<file path="src/rtl/inst_refill_pkg.sv">
// rtl/inst_refill_pkg.sv - shared types and constants for the instruction refill engine
package inst_refill_pkg;

    typedef enum logic [1:0] {
        IDLE  = 2'd0,
        FETCH = 2'd1,
        DONE  = 2'd2
    } refill_state_t;

    localparam int LINE_WORDS = 4;
    localparam int LINE_BYTES = 16;
    localparam int OFFSET_W   = 4;

    localparam logic [31:0] NOP_INST = 32'h0800_0000;

    // Byte offset of word idx within a line.
    function automatic logic [OFFSET_W-1:0] word_off(input logic [1:0] idx);
        return {idx, 2'b00};
    endfunction

endpackage

</file>
<file path="src/rtl/inst_refill_if.sv">
// rtl/inst_refill_if.sv - cache-side and memory-side signals of the refill engine
interface inst_refill_if #(
    parameter int ADDR_W = 32,
    parameter int CNT_W  = 16
);
    logic              miss;
    logic [ADDR_W-1:0] miss_addr;
    logic              busy;
    logic              mem_rd;
    logic [ADDR_W-1:0] mem_addr;
    logic [31:0]       mem_rdata;
    logic              mem_valid;
    logic [127:0]      line_data;
    logic [ADDR_W-1:0] line_addr;
    logic              line_valid;
    logic [CNT_W-1:0]  refill_count;

    modport master (
        input  miss, miss_addr, mem_rdata, mem_valid,
        output busy, mem_rd, mem_addr, line_data, line_addr, line_valid, refill_count
    );

    modport slave (
        output miss, miss_addr, mem_rdata, mem_valid,
        input  busy, mem_rd, mem_addr, line_data, line_addr, line_valid, refill_count
    );
endinterface

</file>
<file path="src/rtl/refill_line_buf.sv">
// rtl/refill_line_buf.sv - 4x32 line assembly buffer, written by word index
module refill_line_buf
    import inst_refill_pkg::*;
(
    input  logic                     Clk,
    input  logic                     Reset,
    input  logic                     clear,
    input  logic                     wr_en,
    input  logic [1:0]               wr_idx,
    input  logic [31:0]              wr_data,
    output logic [LINE_WORDS*32-1:0] line
);
    logic [31:0] words [LINE_WORDS];

    always_ff @(posedge Clk or posedge Reset) begin
        if (Reset) begin
            for (int i = 0; i < LINE_WORDS; i++) words[i] <= '0;
        end else if (clear) begin
            for (int i = 0; i < LINE_WORDS; i++) words[i] <= '0;
        end else if (wr_en) begin
            words[wr_idx] <= wr_data;
        end
    end

    always_comb begin
        line = '0;
        for (int i = 0; i < LINE_WORDS; i++) line[32*i +: 32] = words[i];
    end
endmodule

</file>
<file path="src/rtl/inst_refill_engine.sv">
// rtl/inst_refill_engine.sv - fetches a 16-byte instruction line word by word on a cache miss
module inst_refill_engine
    import inst_refill_pkg::*;
#(
    parameter int ADDR_W = 32,
    parameter int CNT_W  = 16
) (
    input  logic          Clk,
    input  logic          Reset,
    inst_refill_if.master bus
);
    refill_state_t             state;
    logic [ADDR_W-1:0]         base;
    logic [1:0]                cnt;
    logic                      xfer;
    logic                      accept;
    logic [LINE_WORDS*32-1:0]  buf_line;
    logic [LINE_WORDS*32-1:0]  next_line;

    assign xfer   = (state == FETCH) && bus.mem_rd && bus.mem_valid;
    assign accept = (state == IDLE) && bus.miss;

    refill_line_buf u_buf (
        .Clk     (Clk),
        .Reset   (Reset),
        .clear   (accept),
        .wr_en   (xfer),
        .wr_idx  (cnt),
        .wr_data (bus.mem_rdata),
        .line    (buf_line)
    );

    // The last word lands in the buffer on the same edge the line is published,
    // so it is merged in from mem_rdata directly.
    always_comb begin
        next_line = buf_line;
        next_line[32*cnt +: 32] = bus.mem_rdata;
    end

    always_ff @(posedge Clk or posedge Reset) begin
        if (Reset) begin
            state            <= IDLE;
            base             <= '0;
            cnt              <= '0;
            bus.busy         <= 1'b0;
            bus.mem_rd       <= 1'b0;
            bus.mem_addr     <= '0;
            bus.line_data    <= '0;
            bus.line_addr    <= '0;
            bus.line_valid   <= 1'b0;
            bus.refill_count <= '0;
        end else begin
            bus.line_valid <= 1'b0;
            case (state)
                IDLE: begin
                    if (bus.miss) begin
                        base         <= {bus.miss_addr[ADDR_W-1:OFFSET_W], {OFFSET_W{1'b0}}};
                        bus.mem_addr <= {bus.miss_addr[ADDR_W-1:OFFSET_W], {OFFSET_W{1'b0}}};
                        cnt          <= '0;
                        bus.mem_rd   <= 1'b1;
                        bus.busy     <= 1'b1;
                        state        <= FETCH;
                    end
                end
                FETCH: begin
                    if (xfer) begin
                        cnt <= cnt + 2'd1;
                        if (cnt == 2'd3) begin
                            bus.mem_rd       <= 1'b0;
                            bus.line_valid   <= 1'b1;
                            bus.line_data    <= next_line;
                            bus.line_addr    <= base;
                            bus.refill_count <= bus.refill_count + 1'b1;
                            state            <= DONE;
                        end else begin
                            bus.mem_addr <= {base[ADDR_W-1:OFFSET_W], word_off(cnt + 2'd1)};
                        end
                    end
                end
                DONE: begin
                    bus.busy <= 1'b0;
                    state    <= IDLE;
                end
                default: state <= IDLE;
            endcase
        end
    end
endmodule

</file>
<file path="src/flat_wrapper.sv">
// flat-port wrapper written by rule: the top's interface ports become plain ports
module inst_refill_engine_flat import inst_refill_pkg::*;
#(
    parameter int ADDR_W = 32,
    parameter int CNT_W  = 16
)
  (Clk, Reset, bus_miss, bus_miss_addr, bus_mem_rdata, bus_mem_valid, bus_busy, bus_mem_rd, bus_mem_addr, bus_line_data, bus_line_addr, bus_line_valid, bus_refill_count);
  inst_refill_if #(.ADDR_W(ADDR_W), .CNT_W(CNT_W)) bus_i ();
  input  logic Clk;
  input  logic Reset;
  input wire logic [$bits(bus_i.miss)-1:0] bus_miss;
  input wire logic [$bits(bus_i.miss_addr)-1:0] bus_miss_addr;
  input wire logic [$bits(bus_i.mem_rdata)-1:0] bus_mem_rdata;
  input wire logic [$bits(bus_i.mem_valid)-1:0] bus_mem_valid;
  output wire logic [$bits(bus_i.busy)-1:0] bus_busy;
  output wire logic [$bits(bus_i.mem_rd)-1:0] bus_mem_rd;
  output wire logic [$bits(bus_i.mem_addr)-1:0] bus_mem_addr;
  output wire logic [$bits(bus_i.line_data)-1:0] bus_line_data;
  output wire logic [$bits(bus_i.line_addr)-1:0] bus_line_addr;
  output wire logic [$bits(bus_i.line_valid)-1:0] bus_line_valid;
  output wire logic [$bits(bus_i.refill_count)-1:0] bus_refill_count;
  assign bus_i.miss = bus_miss;
  assign bus_i.miss_addr = bus_miss_addr;
  assign bus_i.mem_rdata = bus_mem_rdata;
  assign bus_i.mem_valid = bus_mem_valid;
  assign bus_busy = bus_i.busy;
  assign bus_mem_rd = bus_i.mem_rd;
  assign bus_mem_addr = bus_i.mem_addr;
  assign bus_line_data = bus_i.line_data;
  assign bus_line_addr = bus_i.line_addr;
  assign bus_line_valid = bus_i.line_valid;
  assign bus_refill_count = bus_i.refill_count;
  inst_refill_engine #(.ADDR_W(ADDR_W), .CNT_W(CNT_W)) u_core (.Clk(Clk), .Reset(Reset), .bus(bus_i));
endmodule
</file>
<file path="config.mk">
export PLATFORM = sky130hd
export DESIGN_NAME = inst_refill_engine_flat
export DESIGN_NICKNAME = d
export VERILOG_FILES = /design/src/rtl/inst_refill_pkg.sv /design/src/rtl/inst_refill_if.sv /design/src/rtl/refill_line_buf.sv /design/src/rtl/inst_refill_engine.sv /design/src/flat_wrapper.sv
export SDC_FILE = /design/constraint.sdc
export NUM_CORES = 1
export LEC_CHECK = 0
export ABC_AREA = 1
export CAP_MARGIN = 15
export CORE_ASPECT_RATIO = 2
export CORE_MARGIN = 4
export CORE_UTILIZATION = 30
export CTS_CLUSTER_DIAMETER = 200
export DETAILED_ROUTE_END_ITERATION = 8
export PLACE_DENSITY = 0.6
export SYNTH_ARGS = -nofsm -noshare
export SYNTH_HDL_FRONTEND = slang
export SYNTH_HIERARCHICAL = 1
export SYNTH_SLANG_ARGS = --single-unit
</file>
<file path="constraint.sdc">
create_clock -name Clk -period 9.5 [get_ports Clk]
set_input_delay 1.425 -clock Clk [delete_from_list [all_inputs] [get_ports Clk]]
set_output_delay 1.425 -clock Clk [all_outputs]
set_load 0.005 [all_outputs]
</file>
# After elaboration in Yosys (flattened, before gate mapping)

Index checks and enable logic that the tools add are counted.

Shift-type cells: 2
$add $sub $neg: 3
Eq/ne operators: 7
Bitwise logic cells: 1
$lt $le $gt $ge: 2
Reductions and logical operators: 15
Mux-type cells: 25

Operator list:

| cell                                                     | count |
|---|---|
| bitwise mux 128 bit                                      | 2 |
| two-way mux 128 bit                                      | 2 |
| two-way mux 32 bit                                       | 4 |
| variable shift 32 x 34 -> 128 bit, first input constant  | 1 |
| indexed part select 32 x 34 -> 128 bit                   | 1 |
| demux 32 bit (select 2 bit)                              | 1 |
| case mux 32 bit (2 select lines)                         | 1 |
| negation 7 -> 34 bit                                     | 1 |
| adder 16 x 1 -> 16 bit, second input constant            | 1 |
| two-way mux 2 bit                                        | 5 |
| AND reduction 3 bit                                      | 3 |
| inequality test 2 bit, second input constant             | 4 |
| case mux 2 bit (2 select lines)                          | 2 |
| AND reduction 4 bit                                      | 2 |
| two-way mux 1 bit                                        | 6 |
| nonzero test 2 bit                                       | 3 |
| == test 2 bit, second input constant                     | 2 |
| logical AND 1 bit                                        | 4 |
| case mux 1 bit (2 select lines)                          | 2 |
| AND reduction 2 bit                                      | 2 |
| greater-or-equal comparator 3 bit, second input constant | 1 |
| < comparator 3 x 1 -> 1 bit, second input constant       | 1 |
| NOT 2 -> 3 bit                                           | 1 |
| adder 2 x 1 -> 2 bit, second input constant              | 1 |
| other kinds (2)                                          | 2 |

Bits in registers: 367
Output and inout port bits: 211
Word-level logic and storage cells: 69

# Logic depth before layout (Yosys ltp)

Gate-level depths: netlist of run 1.

Depth after elaboration: 8
Gate-level depth with buffers: 11
Depth with buffers taken out: 9

# Cells and area by module

Netlist of run 1, hierarchy kept.

Modules (own cells, without submodules):

| module             | seq. area each (um2) | area an instance (um2) | cells an instance | instances |
|---|---|---|---|---|
| inst_refill_engine | 5930.7               | 11330.9                | 1479              | 1 |
| refill_line_buf    | 3203.1               | 5358.9                 | 638               | 1 |

# Worst setup path before layout of run 1

Ideal clock, no wire load.

Kind: input to register
Start: input bus_miss
End: register u_core.u_buf.words (netlist bit u_core/u_buf/line[63])
Slack: 6.829 ns
Data required time: 9.382 ns
Cell stages on the path: 8
Arrival: 2.553 ns
Buffers on the path: 3
Library setup time: 0.118 ns
Path through: nand2_1 > inv_2 > buf_2 > buf_2 > clkbuf_1 > nor2_1 > nand2_1 > nand2_1

Word-level cells in the longest chain between the ends: 2

RTL lines:

| what                                                      | RTL line                 | RTL |
|---|---|---|
| start: declaration                                        | flat_wrapper.sv:11       | `input wire logic [$bits(bus_i.miss)-1:0] bus_miss;` |
| logical AND 1 bit (*)                                     | inst_refill_engine.sv:21 | `assign accept = (state == IDLE) && bus.miss;` |
| net u_core.accept                                         | inst_refill_engine.sv:16 | `logic accept;` |
| two-way mux 128 bit or nonzero test 2 bit (tied branches) | -                        |  |
| end signal: indexed assignment                            | refill_line_buf.sv:21    | `words[wr_idx] <= wr_data;` |
| end: declaration                                          | refill_line_buf.sv:13    | `logic [31:0] words [LINE_WORDS];` |

The timed path passes the listed nets; every way through them passes the cells marked *.
A chain may end at the register's enable or synchronous reset.

# Final worst setup path of run 1

Start: register u_core.cnt[0]
End: register u_core.bus.line_data[127]

Word-level cells in the longest chain between the ends: 3

RTL lines:

| what                                                                                        | RTL line                 | RTL |
|---|---|---|
| start: declaration                                                                          | inst_refill_engine.sv:14 | `logic [1:0] cnt;` |
| start signal: assignment                                                                    | inst_refill_engine.sv:67 | `cnt <= cnt + 2'd1;` |
| negation 7 -> 34 bit                                                                        | inst_refill_engine.sv:37 | `next_line[32*cnt +: 32] = bus.mem_rdata;` |
| indexed part select 32 x 34 -> 128 bit or variable shift 32 x 34 -> 128 bit (tied branches) | inst_refill_engine.sv:37 |  |
| bitwise mux 128 bit                                                                         | inst_refill_engine.sv:37 |  |
| end signal: assignment                                                                      | inst_refill_engine.sv:71 | `bus.line_data <= next_line;` |
| end: declaration                                                                            | inst_refill_if.sv:20     | `output busy, mem_rd, mem_addr, line_data, line_addr, line_valid, refill_count` |

Parallel ways exist; a longest one is shown, timed or not.

==> results of run 1 <==
metrics by stage:
stage | cell area [µm²] | worst slack, ns | util
global placement | 19840 | 4.997 | 0.3590
CTS | 21090 | 5.413 | 0.3817
floorplan | 16710 | 1.572 | -
global route | 21090 | 5.288 | 0.3817
detailed placement | 19840 | 4.927 | 0.3590
finish | 21090 | 5.352 | 0.3817
area by class of cell:
| class | count | share of cell area |
|---|---|---|
| multi-input cells | 1447 | 0.2986 |
| clock inverters | 17 | 0.01068 |
| diodes | 1 | 0.0001186 |
| repair buffers | 284 | 0.1329 |
| clock buffers | 49 | 0.04882 |
| well taps | 744 | 0.04413 |
| inverters | 174 | 0.03168 |
| flip-flops and latches | 365 | 0.4331 |
final timing paths:
| kind | end | depth (start not counted) |
|---|---|---|
| max | u_core/bus.line_data[127] | 8 |
| min | u_core/bus.mem_addr[13] | 2 |
| max reg2reg | u_core/bus.line_data[127] | 8 |
| min reg2reg | u_core/bus.mem_addr[13] | 2 |
| max in group asynchronous | u_core/bus.line_data[69] | 3 |
| min in group asynchronous | u_core/u_buf/line[21] | 2 |
power groups by stage:
stage	Clock, mW	Combinational, mW	Sequential [mW]
6_report	1.53	0.111	1.56
5_1_grt	1.63	0.124	1.56
4_1_cts	1.58	0.114	1.56
3_5_place_dp	0	0.113	1.59
3_3_place_gp	0	0.111	1.59
2_1_floorplan	0	0.0456	1.59
flip-flops by register name (all words and copies together) (netlist names):
register	cells
u_core/bus.mem_rd	1
u_core/bus.line_data	128
u_core/base	28
u_core/state	2
u_core/cnt	2
u_core/u_buf/line	128
u_core/bus.busy	1
u_core/bus.line_addr	28
u_core/bus.refill_count	16
u_core/bus.line_valid	1
u_core/bus.mem_addr	30
worst max-delay path, delay by kind of cell, from the launching register on:
family,cells,cell delay (ns)
AOI/OAI and AO/OA,1,0.81
adders and majority gates,1,0.24
buffers and inverters,3,1.19
DFF,1,0.64
and+or+nand+nor,3,1.18
placed cells by master, fill, tap and decap left out, types with 3 or more instances in the layout:
cell	count
inv_6	3
nand2_1	763
o21ai_1	22
nand4_1	3
dfrtp_1	364
clkbuf_8	8
inv_1	157
nand3_2	6
inv_2	13
o21ai_0	133
xor2_1	3
nor2_4	7
nand3_1	219
a31oi_1	32
clkbuf_1	5
clkbuf_16	36
buf_4	16
conb_1	6
bufinv_16	4
clkdlybuf4s50_1	268
nor2_1	192
ha_1	5
xnor2_1	3
clkinv_2	7
o22ai_1	30
a21oi_1	15
logic make-up after synthesis:
logic type | synth area share
simple gates | 0.2896
flops | 0.5473
buf+inv | 0.07977
compound gates | 0.07474
fa+ha+maj | 0.005248
xor+xnor | 0.003149
other cells | 0.0002247
routing by layer:
layer  track usage  vias up  wire [µm]
met4       0.09422        2       2938
met5             0        -         14
met3       0.03018      133       3350
li1              -     7049          -
met1        0.2174     7240      22390
met2        0.3327      592      28930
==> impl_metrics.env, run 1 <==
export IMPL_outcome="completed"
export IMPL_cts_buffers=36
export IMPL_yosysWarnings=6
export IMPL_nets=2383
export IMPL_die_area_mm2=0.05970
export IMPL_power_frac_comb=0.035
export IMPL_hpwl_um=38020
export IMPL_drcViolationCount=0
export IMPL_worstPathRequired_ns=10.00
export IMPL_min_path_type="reg2reg"
export IMPL_grtUsageTotal=0.1873
export IMPL_pwr_share_seq=0.487
export IMPL_arrival_ns=4.65
export IMPL_post_cts_buffers=0
export IMPL_p_switching_mw=0.7241
export IMPL_synth_cell_types=26
export IMPL_regToRegSetupSlack_ns=5.35
export IMPL_power_density_mw_per_mm2=152.1
export IMPL_fillers=5712
export IMPL_clockBufferDepth=3
export IMPL_hold_slack_ns=0.4801
export IMPL_synth_top_cell_by_area="dfrtp_1"
export IMPL_tightest_slew_ns=1.175
export IMPL_die_y_um=341.6
export IMPL_synth_edf_count=0
export IMPL_via_per_inst=4.874
export IMPL_cts_tree="built"
export IMPL_synth_commonest_cells="763 x nand2_1, 365 x dfrtp_1, 222 x nand3_1"
export IMPL_skew_ns=0.02209
export IMPL_clkPwrFrac=0.478
export IMPL_die_x_um=174.8
export IMPL_post_route_min_period_ns=4.148
export IMPL_grt_overflow=0
export IMPL_rows=122
export IMPL_ioPinCount=279
export IMPL_start_util=0.3020
export IMPL_cts_sinks=365
export IMPL_slowest_delay_ns=0.98
export IMPL_p_int_mw=2.483
export IMPL_io_buffer_count=268
export IMPL_finalCritPeriodShare=0.4367
export IMPL_startpoint_type="register"
export IMPL_grt_max_degree=98
export IMPL_rsz0062_at_grt="false"
export IMPL_synth_cells=2117
export IMPL_final_setup_viol_count=0
export IMPL_ir_worst_vdd_uv=104.1
export IMPL_yosysMostFrequentCell="nand2_1"
export IMPL_wl_per_cell_um=18.70
export IMPL_cap_viol_max_count=0
export IMPL_path_class="reg2reg"
export IMPL_regArea_mm2=0.009135
export IMPL_synth_area_per_cell_um2=7.884
export IMPL_slew_headroom=0.2147
export IMPL_coreArea_mm2=0.05526
export IMPL_startpoint="u_core/cnt[0]"
export IMPL_root_buffer="clkbuf_16"
export IMPL_p_leak_nw=10.39
export IMPL_final_hold_viol_count=0
export IMPL_via_count=15020
export IMPL_cp_end_kind="register"
export IMPL_worstPathMaxFanout=36
export IMPL_critical_path_cell_chain="buf_4 > inv_2 > ha_1 > inv_2 > nand3_2 > o22ai_1 > nand2_1 > nand2_1"
export IMPL_clock_latency_ns=0.56
export IMPL_htree_levels=2
export IMPL_synthFlopType="dfrtp_1"
export IMPL_fmax_mhz=241.1
export IMPL_totalPowerFinal_mw=3.207
export IMPL_netlist_area_mm2=0.01669
export IMPL_antenna_found_initial=2
export IMPL_grt_pass1_wl_um=88000
export IMPL_crit_path_top_delay_cell="nand3_2"
export IMPL_area_delta_synth_final_pct=26.38
export IMPL_synth_top_cell_area_share=0.5473
export IMPL_layout_cells_non_filler=3081
export IMPL_setup_tns_final_ns=0
export IMPL_routed_wl_um=57630
export IMPL_drive_above_1_share=0.04837
export IMPL_yosysSeqAreaShare=0.5473
export IMPL_grt_pass1_vias=14920
export IMPL_cts_resized=0
export IMPL_synthArstFlopShare=1.000
export IMPL_worstHoldStart="u_core/bus.mem_addr[13]"
export IMPL_drtPass1Iterations=5
export IMPL_swShare=0.2258
export IMPL_ant_nets=0
export IMPL_maxSlewViolCount=0
export IMPL_synth_area_top_cells="dfrtp_1 55%, nand2_1 17%, nand3_1 6.7%, nor2_1 4.4%, o21ai_0 4.0%"
export IMPL_hold_buffers=0
export IMPL_clkTransAtPathRegs_ns=0.06
export IMPL_multi_input_area_mm2=0.006299
export IMPL_r2r_start="u_core/cnt[0]"
export IMPL_placed_cells=3014
export IMPL_ys_ff_latch=365
export IMPL_place_gp_congestion=0.8224
export IMPL_drt_initial_drc_count=1048
Note: power is estimated with default switching activity, not from simulation.
==> run 2, diff against run 1 <==
==> constraint.sdc (replaced) <==
create_clock -name Clk -period 4.1 [get_ports Clk]
set_input_delay 0.615 -clock Clk [delete_from_list [all_inputs] [get_ports Clk]]
set_output_delay 0.615 -clock Clk [all_outputs]
set_load 0.005 [all_outputs]
==> run 2 against run 1 <==
  * Flip-flop and latch count is the same
  * Count of clock-buffer cells in the layout up 1
  * Clock skew up 0.0088 ns
  * Setup slack got worse by 4.1 ns
  * Wire length decreased by 0.64%
  * Global-route usage up 0.065 points
  * Fmax is 48% higher
  * First-iteration DRC count rose by 13%
  * Cell area rose by 1.3%
  * Die area did not move
  * Clock power is 130% higher
  * Critical endpoint is now u_core/bus.line_data[45]
  * Highest routed layer unchanged
==> impl_metrics.env, run 2 (synthesis results as in run 1) <==
export IMPL_p_leak_nw=10.53
export IMPL_final_hold_viol_count=0
export IMPL_cts_buffers=37
export IMPL_antenna_found_initial=6
export IMPL_area_delta_synth_final_pct=27.98
export IMPL_final_common_cell="nand2_1"
export IMPL_final_cell_mix="763 x nand2_1, 364 x dfrtp_1, 268 x clkdlybuf4s50_1, 219 x nand3_1, 192 x nor2_1"
export IMPL_grt_overflow=0
export IMPL_via_per_inst=4.817
export IMPL_power_density_mw_per_mm2=350.3
export IMPL_place_gp_congestion=0.8470
export IMPL_startpoint="u_core/cnt[0]"
export IMPL_setup_tns_final_ns=0
export IMPL_maxSlewViolCount=0
export IMPL_placed_area_mm2=0.02009
export IMPL_slew_headroom=0.2481
export IMPL_fillers=5653
export IMPL_grtUsageTotal=0.1879
export IMPL_min_path_type="reg2reg"
export IMPL_drcViolationCount=0
export IMPL_crit_buf_inv=3
export IMPL_nets=2406
export IMPL_rows=122
export IMPL_crit_cells=8
export IMPL_wl_per_cell_um=18.46
export IMPL_grt_pass1_wl_um=88450
export IMPL_arrival_ns=3.28
export IMPL_worstHoldStart="u_core/bus.line_addr[4]"
export IMPL_placed_cells=3036
export IMPL_slowest_delay_ns=0.53
export IMPL_htree_levels=2
export IMPL_ir_worst_vdd_uv=213.1
export IMPL_grt_max_degree=115
export IMPL_startpoint_type="register"
export IMPL_reg2regPathDepth=8
export IMPL_cts_sinks=365
export IMPL_worst_path_most_repeated_cell="buf_12"
export IMPL_post_route_min_period_ns=2.803
export IMPL_final_setup_viol_count=0
export IMPL_clockBufferDepth=3
export IMPL_cts_tree="built"
export IMPL_path_class="reg2reg"
export IMPL_die_area_mm2=0.05970
export IMPL_finalCritPeriodShare=0.6838
export IMPL_rsz0062_at_grt="false"
export IMPL_routed_wl_um=57260
export IMPL_io_buffer_count=268
export IMPL_hpwl_um=39650
export IMPL_worstPathRequired_ns=4.58
export IMPL_ioPinCount=279
export IMPL_cp_end_kind="register"
export IMPL_worstHoldPathCells=2
export IMPL_drtPass1Iterations=5
export IMPL_worstPathMaxFanout=63
export IMPL_drt_initial_drc_count=1180
export IMPL_crit_family="buffers and inverters"
export IMPL_fmax_mhz=356.7
export IMPL_cts_resized=0
export IMPL_die_y_um=341.6
export IMPL_r2r_start="u_core/cnt[0]"
export IMPL_cap_viol_max_count=0
export IMPL_critical_path_cell_chain="buf_4 > ha_1 > nand3_2 > nor2_4 > buf_12 > buf_12 > o21ai_0 > nand2_1"
export IMPL_hold_buffers=0
export IMPL_post_cts_buffers=0
export IMPL_via_count=14940
export IMPL_outcome="completed"
export IMPL_coreArea_mm2=0.05526
export IMPL_grt_pass1_vias=15200
export IMPL_tightest_slew_ns=1.125
export IMPL_clkTransAtPathRegs_ns=0.07
export IMPL_clock_latency_ns=0.56
export IMPL_skew_ns=0.03085
export IMPL_drive_above_1_share=0.05560
export IMPL_regArea_mm2=0.009135
export IMPL_die_x_um=174.8
export IMPL_final_area_mm2=0.02136
export IMPL_crit_path_top_delay_cell="buf_4"
export IMPL_layout_cells_non_filler=3102
export IMPL_start_util=0.3020
export IMPL_root_buffer="clkbuf_16"
export IMPL_ant_nets=0
export IMPL_multi_input_area_mm2=0.006294
run 2: metal layers:
| metal | vias up | track usage | part of all wire |
|---|---|---|---|
| met2 | 582 | 0.3338 | 0.51 |
| met1 | 7119 | 0.2123 | 0.37 |
| met3 | 136 | 0.03449 | 0.064 |
| met4 | 8 | 0.1018 | 0.056 |
| li1 | 7096 | - | - |
| met5 | - | 0 | 0.00065 |
run 2: worst register-to-register path: cells and delay by family (launching register included):
| family | cells | cell delay (ns) |
|---|---|---|
| AO/OA/AOI/OAI | 1 | 0.21 |
| adder cells (fa/ha/maj) | 1 | 0.41 |
| AND/OR/NAND/NOR | 3 | 0.58 |
| flip-flops | 1 | 0.37 |
| buffers and inverters | 3 | 1.15 |
run 2: report_power, final:
part	internal (mW)	total, mW	leakage [nW]	switching, mW
logic	0.105	0.266	5.04	0.161
registers	3.62	3.62	4.87	0.00718
clock network	2.10	3.59	0.617	1.49
total	5.82	7.48	10.5	1.66
run 2: layout make-up:
type	count	area share
inverters	174	0.03111
well taps	744	0.04358
clock buffers	50	0.04844
repair buffers	306	0.1436
clock inverters	14	0.01066
flip-flops and latches	365	0.4277
multi-input cells	1447	0.2947
diodes	2	0.0002343
run 2: worst paths after layout:
kind / end / slack, ns
min in group asynchronous: u_core/u_buf/line[116] / 0.65
hold / removal: u_core/bus.line_addr[4] / 0.47
setup / recovery: u_core/bus.line_data[45] / 1.30
hold reg to reg: u_core/bus.line_addr[4] / 0.47
max in group asynchronous: u_core/bus.line_data[13] / 2.55
setup reg to reg: u_core/bus.line_data[45] / 1.30
run 2: through the flow:
step	utilization	setup slack, ns	hold slack (ns)	power, mW
3_5_place_dp	0.3636	0.9587	0.4652	3.962
6_report	0.3865	1.297	0.4749	7.481
3_3_place_gp	0.3636	0.9915	0.4621	3.958
2_1_floorplan	-	0.07236	0.4654	3.797
4_1_cts	0.3864	1.304	0.4815	7.604
5_1_grt	0.3865	1.163	0.5072	7.741
